## config.mk

```make
export PLATFORM = sky130hd
export DESIGN_NAME = alu_logic_shift_stage
export DESIGN_NICKNAME = d
export VERILOG_FILES = /design/src/rtl/alu_pkg.sv /design/src/rtl/alu_logic_32.sv /design/src/rtl/or_32.sv /design/src/rtl/alu_logic_shift_stage.sv
export SDC_FILE = /design/constraint.sdc
export NUM_CORES = 1
export LEC_CHECK = 0
export BUFFER_PORTS_ARGS = -buffer_cell sky130_fd_sc_hd__buf_2
export CAP_MARGIN = 20
export CORE_MARGIN = 5
export CORE_UTILIZATION = 51
export CTS_CLUSTER_DIAMETER = 40
export DETAILED_ROUTE_END_ITERATION = 10
export HOLD_SLACK_MARGIN = 0.12
export MAX_ROUTING_LAYER = met4
export PLACE_DENSITY = 0.73
export REMOVE_ABC_BUFFERS = 1
export SLEW_MARGIN = 10
export SYNTH_ARGS = -nofsm -noshare
export SYNTH_HDL_FRONTEND = slang
export SYNTH_SLANG_ARGS = --single-unit
export TNS_END_PERCENT = 30
```

## constraint.sdc

```tcl
create_clock -name clk -period 2.5 [get_ports clk]
set_input_delay 0.25 -clock clk [delete_from_list [all_inputs] [get_ports clk]]
set_output_delay 0.25 -clock clk [all_outputs]
set_load 0.01 [all_outputs]
```

## src/rtl/alu_pkg.sv

```systemverilog
// Shared definitions for the ALU logic/shift execute stage.
//   - OP_* opcodes (3-bit) as carried on the OP port
//   - stage FSM state encodings (ST_IDLE / ST_BUSY / ST_FULL)
//   - default operand and shift-amount widths
package alu_pkg;

  localparam int WIDTH_DEF = 32;
  localparam int SHW_DEF   = 5;

  localparam logic [2:0] OP_AND   = 3'b000;
  localparam logic [2:0] OP_OR    = 3'b001;
  localparam logic [2:0] OP_XOR   = 3'b010;
  localparam logic [2:0] OP_NOR   = 3'b011;
  localparam logic [2:0] OP_SLL   = 3'b100;
  localparam logic [2:0] OP_SRL   = 3'b101;
  localparam logic [2:0] OP_SRA   = 3'b110;
  localparam logic [2:0] OP_PASSB = 3'b111;

  // IDLE: output empty, BUSY: iterative shift running, FULL: result held
  typedef enum logic [1:0] {
    ST_IDLE = 2'd0,
    ST_BUSY = 2'd1,
    ST_FULL = 2'd2
  } state_t;

  function automatic logic is_shift(input logic [2:0] op);
    return (op == OP_SLL) || (op == OP_SRL) || (op == OP_SRA);
  endfunction

endpackage

```

## src/rtl/alu_logic_32.sv

```systemverilog
// Combinational bitwise unit: AND / OR / XOR / NOR / PASSB.
//   a, b : operands, [0:WIDTH-1], bit 0 = MSB
//   op   : opcode (OP_*); shift opcodes produce 0 here, the stage handles them
//   y    : selected result
// OR and NOR share the or_32 instance; NOR is its inverted output.
module alu_logic_32
  import alu_pkg::*;
#(
  parameter int WIDTH = WIDTH_DEF
) (
  input  logic [0:WIDTH-1] a,
  input  logic [0:WIDTH-1] b,
  input  logic [2:0]       op,
  output logic [0:WIDTH-1] y
);

  logic [0:WIDTH-1] or_y;

  or_32 #(.W(WIDTH)) u_or (
    .a (a),
    .b (b),
    .y (or_y)
  );

  always_comb begin
    y = '0;
    case (op)
      OP_AND:   y = a & b;
      OP_OR:    y = or_y;
      OP_XOR:   y = a ^ b;
      OP_NOR:   y = ~or_y;
      OP_PASSB: y = b;
      default:  y = '0;
    endcase
  end

endmodule

```

## src/rtl/or_32.sv

```systemverilog
// Bitwise OR of two operand vectors.
//   a, b : operands, [0:W-1], bit 0 = MSB
//   y    : a | b
module or_32 #(
  parameter int W = 32
) (
  input  logic [0:W-1] a,
  input  logic [0:W-1] b,
  output logic [0:W-1] y
);

  for (genvar i = 0; i < W; i++) begin : g_bit
    assign y[i] = a[i] | b[i];
  end

endmodule

```

## src/rtl/alu_logic_shift_stage.sv

```systemverilog
// Registered ALU execute stage for the bitwise/shift datapath.
// Logic ops complete in one cycle; shifts run an iterative 1-bit-per-cycle
// shifter. The result and its zero flag are registered and offered to the
// writeback consumer over valid/ready.
//   clk, reset          : clock, synchronous active-high reset
//   in_valid, in_ready  : operand handshake (transfer = in_valid & in_ready)
//   A, B, OP            : operands [0:WIDTH-1] (bit 0 = MSB) and opcode;
//                         shifts take shamt from the low SHW bits of B
//   out_valid, out_ready: result handshake (transfer = out_valid & out_ready)
//   RESULT, ZERO        : registered result and RESULT==0 flag
module alu_logic_shift_stage
  import alu_pkg::*;
#(
  parameter int WIDTH = WIDTH_DEF,
  parameter int SHW   = SHW_DEF
) (
  input  logic             clk,
  input  logic             reset,
  input  logic             in_valid,
  output logic             in_ready,
  input  logic [0:WIDTH-1] A,
  input  logic [0:WIDTH-1] B,
  input  logic [2:0]       OP,
  output logic             out_valid,
  input  logic             out_ready,
  output logic [0:WIDTH-1] RESULT,
  output logic             ZERO
);

  state_t           state, state_nxt;
  logic             accept;
  logic             op_shift;
  logic             start_busy;
  logic             last_step;
  logic [SHW-1:0]   shamt;
  logic [SHW-1:0]   cnt;
  logic [0:WIDTH-1] shreg;
  logic [0:WIDTH-1] sh_step;
  logic [2:0]       sh_op;
  logic [0:WIDTH-1] logic_y;
  logic             ld_en;
  logic [0:WIDTH-1] ld_val;

  // Low SHW bits of B (bit 0 is the MSB, so they sit at the high indices).
  assign shamt      = B[WIDTH-SHW:WIDTH-1];
  assign accept     = in_valid & in_ready;
  assign op_shift   = is_shift(OP);
  assign start_busy = accept & op_shift & (shamt != '0);
  assign last_step  = (state == ST_BUSY) & (cnt == SHW'(1));

  alu_logic_32 #(.WIDTH(WIDTH)) u_logic (
    .a  (A),
    .b  (B),
    .op (OP),
    .y  (logic_y)
  );

  // ---------------------------------------------------------------- FSM
  always_ff @(posedge clk) begin
    if (reset) state <= ST_IDLE;
    else       state <= state_nxt;
  end

  // Handshake outputs are masked during reset so a pending result can't be
  // taken by the consumer in the cycle it is being discarded.
  always_comb begin
    state_nxt = state;
    in_ready  = 1'b0;
    out_valid = 1'b0;
    if (!reset) begin
      in_ready  = (state == ST_IDLE) | ((state == ST_FULL) & out_ready);
      out_valid = (state == ST_FULL);
    end
    case (state)
      ST_IDLE: begin
        if (accept) state_nxt = start_busy ? ST_BUSY : ST_FULL;
      end
      ST_BUSY: begin
        if (last_step) state_nxt = ST_FULL;
      end
      ST_FULL: begin
        // Drain and accept can coincide, keeping back-to-back logic ops at
        // one result per cycle.
        if (out_ready) begin
          if (accept) state_nxt = start_busy ? ST_BUSY : ST_FULL;
          else        state_nxt = ST_IDLE;
        end
      end
      default: state_nxt = ST_IDLE;
    endcase
  end

  // ------------------------------------------------------------ shifter
  // SLL moves toward bit 0 (MSB); right shifts move toward WIDTH-1. The sign
  // bit never changes during SRA, so shreg[0] is still the original sign.
  always_comb begin
    sh_step = shreg;
    case (sh_op)
      OP_SLL:  sh_step = {shreg[1:WIDTH-1], 1'b0};
      OP_SRL:  sh_step = {1'b0, shreg[0:WIDTH-2]};
      OP_SRA:  sh_step = {shreg[0], shreg[0:WIDTH-2]};
      default: sh_step = shreg;
    endcase
  end

  // Result load select. A zero shift amount is a plain pass of A.
  always_comb begin
    ld_en  = 1'b0;
    ld_val = logic_y;
    if (accept && !start_busy) begin
      ld_en  = 1'b1;
      ld_val = op_shift ? A : logic_y;
    end else if (last_step) begin
      ld_en  = 1'b1;
      ld_val = sh_step;
    end
  end

  always_ff @(posedge clk) begin
    if (reset) begin
      shreg  <= '0;
      cnt    <= '0;
      sh_op  <= OP_SLL;
      RESULT <= '0;
      ZERO   <= 1'b0;
    end else begin
      if (start_busy) begin
        shreg <= A;
        cnt   <= shamt;
        sh_op <= OP;
      end else if (state == ST_BUSY) begin
        shreg <= sh_step;
        cnt   <= cnt - SHW'(1);
      end
      // ZERO comes from the value being loaded, not the old RESULT.
      if (ld_en) begin
        RESULT <= ld_val;
        ZERO   <= ~|ld_val;
      end
    end
  end

endmodule
```

==> results of run 1 <==
synthesized netlist by cell type, types with 2 or more instances:
cell / instances
o21ai_1: 2
clkbuf_1: 40
o22ai_1: 60
a22oi_1: 17
nand3_1: 9
mux2i_1: 56
ha_1: 66
xnor2_1: 11
or4_1: 2
or3_1: 2
a221oi_1: 43
a211oi_1: 9
buf_6: 2
o2bb2ai_1: 6
nand2b_1: 4
nand4_1: 6
and3_1: 2
o22a_1: 7
nor3b_1: 3
o31ai_1: 2
o21ai_0: 24
a2bb2oi_1: 3
mux2_2: 24
nand3b_1: 3
nor3_1: 10
a221o_1: 2
buf_4: 7
nor4_1: 4
a22o_1: 2
a21o_1: 7
nand2_1: 61
buf_2: 25
nor2b_1: 6
a21oi_1: 72
o211ai_1: 7
dfxtp_1: 75
inv_1: 77
nor2_1: 116
o221ai_1: 9
registers in the layout, summed over array words and instances, names as in the netlist:
register and count:
sh_op 3, shreg 32, ZERO 1, cnt 5, state 2, RESULT 32
area by class of cell:
cell class | instances | area share [%]
tap | 176 | 2.622
multi-input combinational | 677 | 56.41
clock inverter | 4 | 1.132
sequential | 75 | 17.89
timing repair buffer | 185 | 15.29
inverter | 78 | 3.486
clock buffer | 12 | 3.173
stage by stage:
step / std cells / setup WS [ns] / power [mW] / util (%) / cell area (um2)
floorplan: 830 / -2.074 / 1.805 / - / 6501
global placement: 1190 / 0.03219 / 2.239 / 60.38 / 7996
detailed placement: 1190 / -0.04085 / 2.260 / 60.38 / 7996
CTS: 1206 / 0.08317 / 3.847 / 63.11 / 8358
global route: 1207 / 0.04593 / 4.011 / 63.42 / 8398
finish: 1207 / 0.1501 / 3.857 / 63.42 / 8398
logic make-up (layout without fill, tap and decap cells):
kind of cell / count (synthesis) / count (layout)
buf+inv: 154 / 279
fa+ha+maj: 66 / 66
simple gates: 236 / 236
compound gates: 284 / 284
xor+xnor: 11 / 11
mux: 80 / 80
flops: 75 / 75
power by group through the flow:
stage	logic (mW)	registers [mW]	clock network, mW
floorplan	0.488	1.32	0
global placement	0.928	1.31	0
detailed placement	0.948	1.31	0
CTS	0.955	1.29	1.61
global route	1.07	1.29	1.65
finish	0.966	1.29	1.60
critical path, cell delays in order, from the launching register on:
cell and delay, ns:
dfxtp_2 0.41, buf_4 0.24, mux2_2 0.35, o22ai_1 0.13
a21o_1 0.14, and4_1 0.19, a31o_2 0.17, nand4_1 0.16
or3_1 0.34, o21ai_1 0.13
repair_timing:
item / in CTS / in global routing
buffers inserted: 0 / 0
gates resized for setup: 0 / 5
endpoints found under the setup margin: 0 / 3
per-layer routing:
| layer | part of all wire [%] | GRT usage (%) | vias to the layer above |
|---|---|---|---|
| met2 | 46 | 44.13 | 368 |
| met5 | 0 | - | - |
| met1 | 44 | 38.85 | 3517 |
| met4 | 2.5 | 10.85 | 0 |
| li1 | - | - | 3543 |
| met3 | 8.3 | 3.387 | 45 |
layout by cell type, fill, tap and decap left out, types with 3 or more instances in the layout:
master / netlist / layout
nor2_1: 116 / 112
a22oi_1: 17 / 17
buf_12: 1 / 11
a21oi_1: 72 / 72
o211ai_1: 7 / 7
xnor2_1: 11 / 11
ha_1: 66 / 66
bufinv_16: 0 / 3
clkbuf_8: 0 / 3
buf_4: 7 / 69
a21o_1: 7 / 7
nor3b_1: 3 / 3
o2bb2ai_1: 6 / 6
o22ai_1: 60 / 60
mux2i_1: 56 / 56
nand2b_1: 4 / 3
nor4_1: 4 / 4
o21ai_0: 24 / 24
o22a_1: 7 / 7
buf_2: 25 / 104
a211oi_1: 9 / 9
o221ai_1: 9 / 9
clkbuf_16: 0 / 10
nor3_1: 10 / 10
nand3_1: 9 / 9
nor2b_1: 6 / 6
inv_1: 77 / 77
dfxtp_1: 75 / 74
a221oi_1: 43 / 43
nand3b_1: 3 / 3
a2bb2oi_1: 3 / 3
nand2_1: 61 / 61
mux2_2: 24 / 24
nand4_1: 6 / 6
final timing paths:
check	from	end	slack (ns)	depth (start not counted)
worst max-delay path	sh_op[1]$_SDFFE_PP0P_	ZERO$_SDFFE_PP0P_	0.15	9
worst min-delay path	A[14]	shreg[14]$_SDFFE_PP0P_	0.21	3
worst max register to register	sh_op[1]$_SDFFE_PP0P_	ZERO$_SDFFE_PP0P_	0.15	9
worst min register to register	RESULT[26]$_SDFFE_PP0P_	RESULT[26]$_SDFFE_PP0P_	0.45	2
==> reports/metrics.cfg, run 1 <==
[timing]
drv_slew=0
slew_headroom_pct=39.43
tns_ns=0
rsz0062_at_grt=no
fmax_mhz=425.5
finalCritPeriodShare_pct=94.00
fin_crit_ns=2.350
worst_slew_pin_slew_ns=0.9086
setup_violations=0
whs_ns=0.2096
final.setup_skew_ns=0.005608
hold_viol=0

[run]
drv_cap=0

[pwr]
power.share.switching_pct=29.44
pwr-share-clk_pct=41.5
p_int_mw=2.722
power_switching_mw=1.136
p_seq_share_pct=33.4
pwr-share-comb_pct=25.0
peakVddDrop_mv=0.2488
p_per_area_mw_per_mm2=459.3
power_leakage_nw=3.713

[grt]
antenna_found_initial=0
gr-total-overflow=0
grt_pass1_wl_mm=36.65
grt_start_max_net_pins=78
track_usage_pct=28.75
grt_pass1_vias=6922

[place]
place_hpwl_mm=16.65
io_buffers=105
gp_congestion=0.9811

[clocking]
clk_latency_ns=0.35
cts-root-buf=clkbuf_16
cts.sinks=75
tritoncts=yes
cts-htree-levels=3
cts-buffers-inserted=9
cts_hold_buffers=0
clockBufferDepth=2
cts.clk_slew.worst_paths_ns=0.06

[route]
dr.first_iter.drc_count=799
wl_per_cell_um=19.03
wirelength_mm=22.97
final_antenna_net_count=0
drtPass1Iterations=5
via_count=7473
drc=0
vias_per_cell=6.191

[setup_path]
cp.arrival_ns=2.64
worstPathMaxFanout=12
end_kind=register
crit_type=reg2reg
critPathRequiredTime_ns=2.79
worst_setup_path_start_kind=register

[final_layout]
syn_to_final_growth_pct=22.15
drive_gt1_share_pct=22.89
multi_input_area_mm2=0.004737
seq_area_mm2=0.001503
num-nets-final=1163
fillers=1203
diodes=0

[logic_synthesis]
synth.top_cell.area_share_pct=21.84
synth_ff_type=dfxtp_1
yosysWarnings=0
async_reset_ff_share_pct=0
postSynthAreaPerCell_um2=7.589
synth_top_family_by_area=compound AO/OA/AOI/OAI gates
synth-xor-area-share_pct=1.401
synth_edf_count=0
synthCells=906
synthMuxAreaShare_pct=12.08
ys_seq_elements=75
synthAdderAreaFrac_pct=12.01
yosys.area.top_type=dfxtp_1
ys_seq_area_share_pct=21.84
synth.area.top_cells=dfxtp_1 22%, ha_1 12%, mux2i_1 8.2%
synthSimpleGateAreaFrac_pct=15.07
netlist-cell-type-count=62
synth_compound_area_share_pct=27.90
netlist_area_mm2=0.006875

[floorplan]
rows=42
core_area_mm2=0.01324
die_area_mm2=0.01590
die_y_um=126.1
die_w_um=126.1
io_pins=106
start_util_pct=51.92

[run_status]
status=complete, no violations

[hold_path]
hold_class=in2reg

(Power assumes the default switching activity.)
==> run 2: changes to the inputs <==
SETUP_SLACK_MARGIN = 0.2   (was default)
==> reports/metrics.cfg, run 2 (synthesis gave the netlist of run 1 again) <==
[setup_path]
critPathRequiredTime_ns=2.79  ; about the same
end_kind=register
crit_type=reg2reg
slowest_delay_ns=0.38  ; -0.03 ns
r2r_setup_slack_ns=0.24  ; +0.09 ns
worstRegToRegCells=10  ; +1
cp.arrival_ns=2.55  ; -0.09 ns
slowest_stage=dfxtp_4
r2r_end=ZERO$_SDFFE_PP0P_
r2r_start=sh_op[1]$_SDFFE_PP0P_
worst_setup_path_start_kind=register
worstPathMaxFanout=14  ; +2
crit_chain=buf_12 -> clkinv_1 -> buf_4 -> o22ai_1 -> a21o_1 -> and4_1 -> a31o_2 -> nand4_1 -> or3_1 -> o21ai_1

[final_layout]
fillers=1200  ; -0.25%
drive_gt1_share_pct=23.81  ; +0.92 points
multi_input_area_mm2=0.004781  ; +0.92%
diodes=0  ; unchanged
final_common_cell=nor2_1
fin_area_mm2=0.008474  ; +0.91%
layout_common_cells=112 x nor2_1, 104 x buf_2, 77 x inv_1
seq_area_mm2=0.001505  ; +0.17%
num-nets-final=1165  ; +0.17%
reg.largest.list=RESULT x32, shreg x32, cnt x5
syn_to_final_growth_pct=23.26

[timing]
fin_crit_ns=2.259  ; -0.09126 ns
drv_slew=0  ; unchanged
slew_headroom_pct=39.39  ; -0.042 points
whs_ns=0.2062  ; -0.003371 ns
rsz0062_at_grt=yes
hold_viol=0  ; unchanged
finalCritPeriodShare_pct=90.35  ; -3.7 points
setup_violations=0  ; unchanged
fmax_mhz=442.7  ; +4.0%
tns_ns=0  ; unchanged
final.setup_skew_ns=0.009938  ; +0.004330 ns
worst_slew_pin_slew_ns=0.9092  ; +0.0006256 ns

[route]
final_antenna_net_count=0  ; unchanged
wl_per_cell_um=19.10  ; +0.36%
met3WireLength_mm=1.832  ; -3.4%
dr.first_iter.drc_count=1014  ; +27%
drc=0  ; unchanged
via_count=7544  ; +0.95%
topRoutingLayerUsed=met4
wirelength_mm=23.09  ; +0.53%
wl_met2_mm=10.54  ; +0.83%
drtPass1Iterations=6  ; +1
vias_per_cell=6.240  ; +0.78%
wl_met1_mm=10.14  ; +1.0%

[hold_path]
hp-start=A[17]
holdPathStages=3  ; unchanged
min_to=shreg[17]$_SDFFE_PP0P_
hold_class=in2reg

[grt]
gr-total-overflow=0  ; unchanged
grt_start_max_net_pins=78  ; unchanged
antenna_found_initial=0  ; unchanged
track_usage_pct=28.97  ; +0.22 points
grt_pass1_wl_mm=36.83  ; +0.49%
grt_pass1_vias=6954  ; +0.46%

[place]
gp_congestion=0.9811  ; unchanged
place_hpwl_mm=16.65  ; unchanged
io_buffers=105  ; unchanged
place_area_mm2=0.007996  ; unchanged

[floorplan]
die_y_um=126.1  ; unchanged
core_area_mm2=0.01324  ; unchanged
die_w_um=126.1  ; unchanged
rows=42  ; unchanged
start_util_pct=51.92  ; unchanged
die_area_mm2=0.01590  ; unchanged
io_pins=106  ; unchanged

[clocking]
cts-htree-levels=3  ; unchanged
cts.clk_slew.worst_paths_ns=0.06  ; about the same
clockBufferDepth=2  ; unchanged
clk_latency_ns=0.35  ; about the same
cts_hold_buffers=0  ; unchanged
cts-root-buf=clkbuf_16
cts.sinks=75  ; unchanged
cts-buffers-inserted=9  ; unchanged
tritoncts=yes

[pwr]
peakVddDrop_mv=0.3038  ; +22%
power_leakage_nw=3.744  ; +0.83%
p_per_area_mw_per_mm2=457.1  ; -0.49%

[run_status]
status=complete, no violations

[run]
drv_cap=0  ; unchanged

## run 2: how the worst max path moves through the flow
stage	from	end	slack (ns)	cells past startpoint
finish	sh_op[1]$_SDFFE_PP0P_	ZERO$_SDFFE_PP0P_	0.24	10
global route	sh_op[1]$_SDFFE_PP0P_	ZERO$_SDFFE_PP0P_	0.16	10
CTS	state[1]$_SDFFE_PP0P_	ZERO$_SDFFE_PP0P_	0.27	8
detailed placement	B[28]	ZERO$_SDFFE_PP0P_	-0.04	9
global placement	OP[2]	ZERO$_SDFFE_PP0P_	0.03	9
floorplan	OP[2]	cnt[0]$_SDFFE_PP0P_	-2.07	6
## run 2: per-stage QoR
stage	utilization, %	power [mW]	setup slack (ns)	instances
after floorplan	-	1.805	-2.074	830
after global placement	60.38	2.239	0.03219	1190
after detailed placement	60.38	2.260	-0.04085	1190
after CTS	63.54	3.854	0.2728	1207
after global routing	63.99	4.025	0.1604	1209
final	63.99	3.873	0.2413	1209
## run 2: critical path, delay by kind of cell, from the launching register on
family | cells | cell delay, ns
and+or+nand+nor | 3 | 0.70
AOI/OAI and AO/OA | 4 | 0.67
buffers and inverters | 3 | 0.44
DFF | 1 | 0.38
## run 2: timing repair
item / 4_1_cts / 5_1_grt
pin swaps: 0 / 3
setup endpoints to repair: 8 / 18
buffers inserted: 0 / 2
gates cloned: 1 / 0
resized for setup: 7 / 11
## run 2: power by group
| part | total, mW | internal (mW) | leakage, nW | switching (mW) |
|---|---|---|---|---|
| Sequential | 1.29 | 1.24 | 0.609 | 0.0466 |
| Clock | 1.60 | 1.06 | 0.179 | 0.548 |
| Combinational | 0.981 | 0.431 | 2.96 | 0.550 |
| Total | 3.87 | 2.73 | 3.74 | 1.15 |
## run 2: final cells by class
type / instances / area share [%]
Inverter: 78 / 3.455
Clock inverter: 4 / 1.122
Timing Repair Buffer: 187 / 15.50
Multi-Input combinational cell: 677 / 56.42
Clock buffer: 12 / 3.145
Sequential cell: 75 / 17.76
Tap cell: 176 / 2.599
## run 2: layer usage
| metal | track usage, % | vias to the layer above |
|---|---|---|
| li1 | - | 3555 |
| met4 | 10.54 | 0 |
| met2 | 44.51 | 365 |
| met1 | 39.00 | 3570 |
| met3 | 3.853 | 54 |
| met5 | - | - |
==> run 3: changes to the inputs <==
CORE_ASPECT_RATIO = 0.7   (was default)
==> reports/metrics.cfg, run 3 (synthesis gave the netlist of run 1 again) <==
[run_status]
status=complete, no violations

[setup_path]
cp.arrival_ns=2.53  ; -0.02 ns
end_kind=register
worstRegToRegCells=10  ; unchanged
r2r_start=sh_op[1]$_SDFFE_PP0P_
worstPathMaxFanout=25  ; +11
critPathRequiredTime_ns=2.78  ; about the same
r2r_setup_slack_ns=0.24  ; about the same
worst_setup_path_start_kind=register
crit_type=reg2reg
r2r_end=ZERO$_SDFFE_PP0P_

[place]
gp_congestion=1.026  ; +4.6%
place_area_mm2=0.008193  ; +2.5%
place_hpwl_mm=17.78  ; +6.8%
dp_slack_ns=-0.1847  ; -0.1439 ns
io_buffers=105  ; unchanged
dpl.cell_count=1226  ; +3.0%

[grt]
track_usage_pct=30.13  ; +1.2 points
antenna_found_initial=0  ; unchanged
grt_pass1_vias=6700  ; -3.7%
grt_start_max_net_pins=78  ; unchanged
gr-total-overflow=0  ; unchanged
grt_pass1_wl_mm=37.51  ; +1.8%

[route]
drtPass1Iterations=5  ; -1
via_count=7684  ; +1.9%
met3WireLength_mm=2.859  ; +56%
drc=0  ; unchanged
wl_met2_mm=10.11  ; -4.1%
dr.first_iter.drc_count=830  ; -18%
wirelength_mm=24.33  ; +5.4%
topRoutingLayerUsed=met4
final_antenna_net_count=0  ; unchanged
vias_per_cell=6.123  ; -1.9%
wl_met1_mm=11.07  ; +9.1%
wl_per_cell_um=19.39  ; +1.5%

[clocking]
cts.sinks=75  ; unchanged
cts-htree-levels=3  ; unchanged
cts-buffers-inserted=9  ; unchanged
cts.clk_slew.worst_paths_ns=0.06  ; about the same
clk_latency_ns=0.34  ; about the same
cts-root-buf=clkbuf_16
cts_hold_buffers=0  ; unchanged
tritoncts=yes
clockBufferDepth=2  ; unchanged

[pwr]
p_total_mw=3.764  ; -2.8%
power_leakage_nw=3.926  ; +4.9%
p_per_area_mw_per_mm2=425.7  ; -6.9%
peakVddDrop_mv=0.3033  ; -0.18%

[hold_path]
hold_class=in2reg
min_to=shreg[22]$_SDFFE_PP0P_
holdPathStages=3  ; unchanged
hp-start=A[22]

[final_layout]
final_common_cell=nor2_1
seq_area_mm2=0.001506  ; about the same
multi_input_area_mm2=0.004866  ; +1.8%
layout_common_cells=112 x nor2_1, 104 x buf_2, 102 x buf_4
num-nets-final=1202  ; +3.2%
reg.largest.list=RESULT x32, shreg x32, cnt x5
final_cells=1255  ; +3.8%
fin_area_mm2=0.008842  ; +4.3%
diodes=0  ; unchanged
fillers=1122  ; -6.5%
drive_gt1_share_pct=27.94  ; +4.1 points
fin_util_pct=67.08  ; +3.1 points
syn_to_final_growth_pct=28.61

[floorplan]
start_util_pct=52.16  ; +0.24 points
rows=35  ; -17%
io_pins=106  ; unchanged
die_w_um=148.8  ; +18%
die_y_um=107.1  ; -15%
core_area_mm2=0.01318  ; -0.46%
die_area_mm2=0.01594  ; +0.24%

[timing]
hold_viol=0  ; unchanged
fin_ws_ns=0.2412  ; -0.00007800 ns
fin_crit_ns=2.259  ; +0.00007800 ns
slew_headroom_pct=41.70  ; +2.3 points
tns_ns=0  ; unchanged
whs_ns=0.2074  ; +0.001211 ns
setup_violations=0  ; unchanged
final.setup_skew_ns=0.01030  ; +0.0003610 ns
rsz0062_at_grt=yes
finalCritPeriodShare_pct=90.35  ; about the same
fmax_mhz=442.7  ; about the same
worst_slew_pin_slew_ns=0.8745  ; -0.03467 ns
drv_slew=0  ; unchanged

[run]
drv_cap=0  ; unchanged

## run 3: cell types whose count changed in the layout (fill, tap and decap cells not counted), sizes merged
cell	before	now
clkinvlp	0	4
clkbuf	12	11
buf	186	222
bufbuf	1	0
bufinv	3	2
## run 3: report_power, final
group	internal (mW)	total, mW	switching (mW)
clock	0.871	1.43	0.554
sequential	1.24	1.29	0.0490
combinational	0.469	1.05	0.579
## run 3: worst max-delay path, stage by stage, from the launching register on
cell	delay, ns
dfxtp_4	0.40
buf_8	0.15
clkinvlp_4	0.11
buf_12	0.17
o22ai_1	0.17
a21o_1	0.19
and4_1	0.23
a31o_2	0.17
nand4_1	0.15
or3_1	0.34
o21ai_1	0.11
## run 3: what timing repair did
item / in CTS / in global routing
pin swaps: 2 / 14
gates resized for setup: 13 / 29
endpoints found under the hold margin: 0 / 0
endpoints found under the setup margin: 14 / 4
setup buffers: 2 / 9
cloned: 0 / 2
## run 3: worst max-delay path by stage
stage,startpoint,cells past startpoint,slack [ns],to
after global placement,B[31],9,-0.18,ZERO$_SDFFE_PP0P_
after CTS,sh_op[1]$_SDFFE_PP0P_,10,0.20,ZERO$_SDFFE_PP0P_
after global routing,sh_op[1]$_SDFFE_PP0P_,10,0.17,ZERO$_SDFFE_PP0P_
after detailed placement,B[31],9,-0.18,ZERO$_SDFFE_PP0P_
after floorplan,OP[2],6,-2.07,cnt[0]$_SDFFE_PP0P_
final,sh_op[1]$_SDFFE_PP0P_,10,0.24,ZERO$_SDFFE_PP0P_
## run 3: per-layer routing
layer	track usage [%]	vias up
met1	45.37	3569
met3	4.816	30
met2	42.37	467
met4	6.009	0
met5	-	-
li1	-	3618
## run 3: final cells by class
| type | count | share of cell area (%) |
|---|---|---|
| clock buffers | 9 | 2.547 |
| flip-flops and latches | 75 | 17.04 |
| inverters | 78 | 3.354 |
| clock inverters | 7 | 1.047 |
| multi-input cells | 677 | 55.03 |
| well taps | 185 | 2.618 |
| repair buffers | 224 | 18.37 |
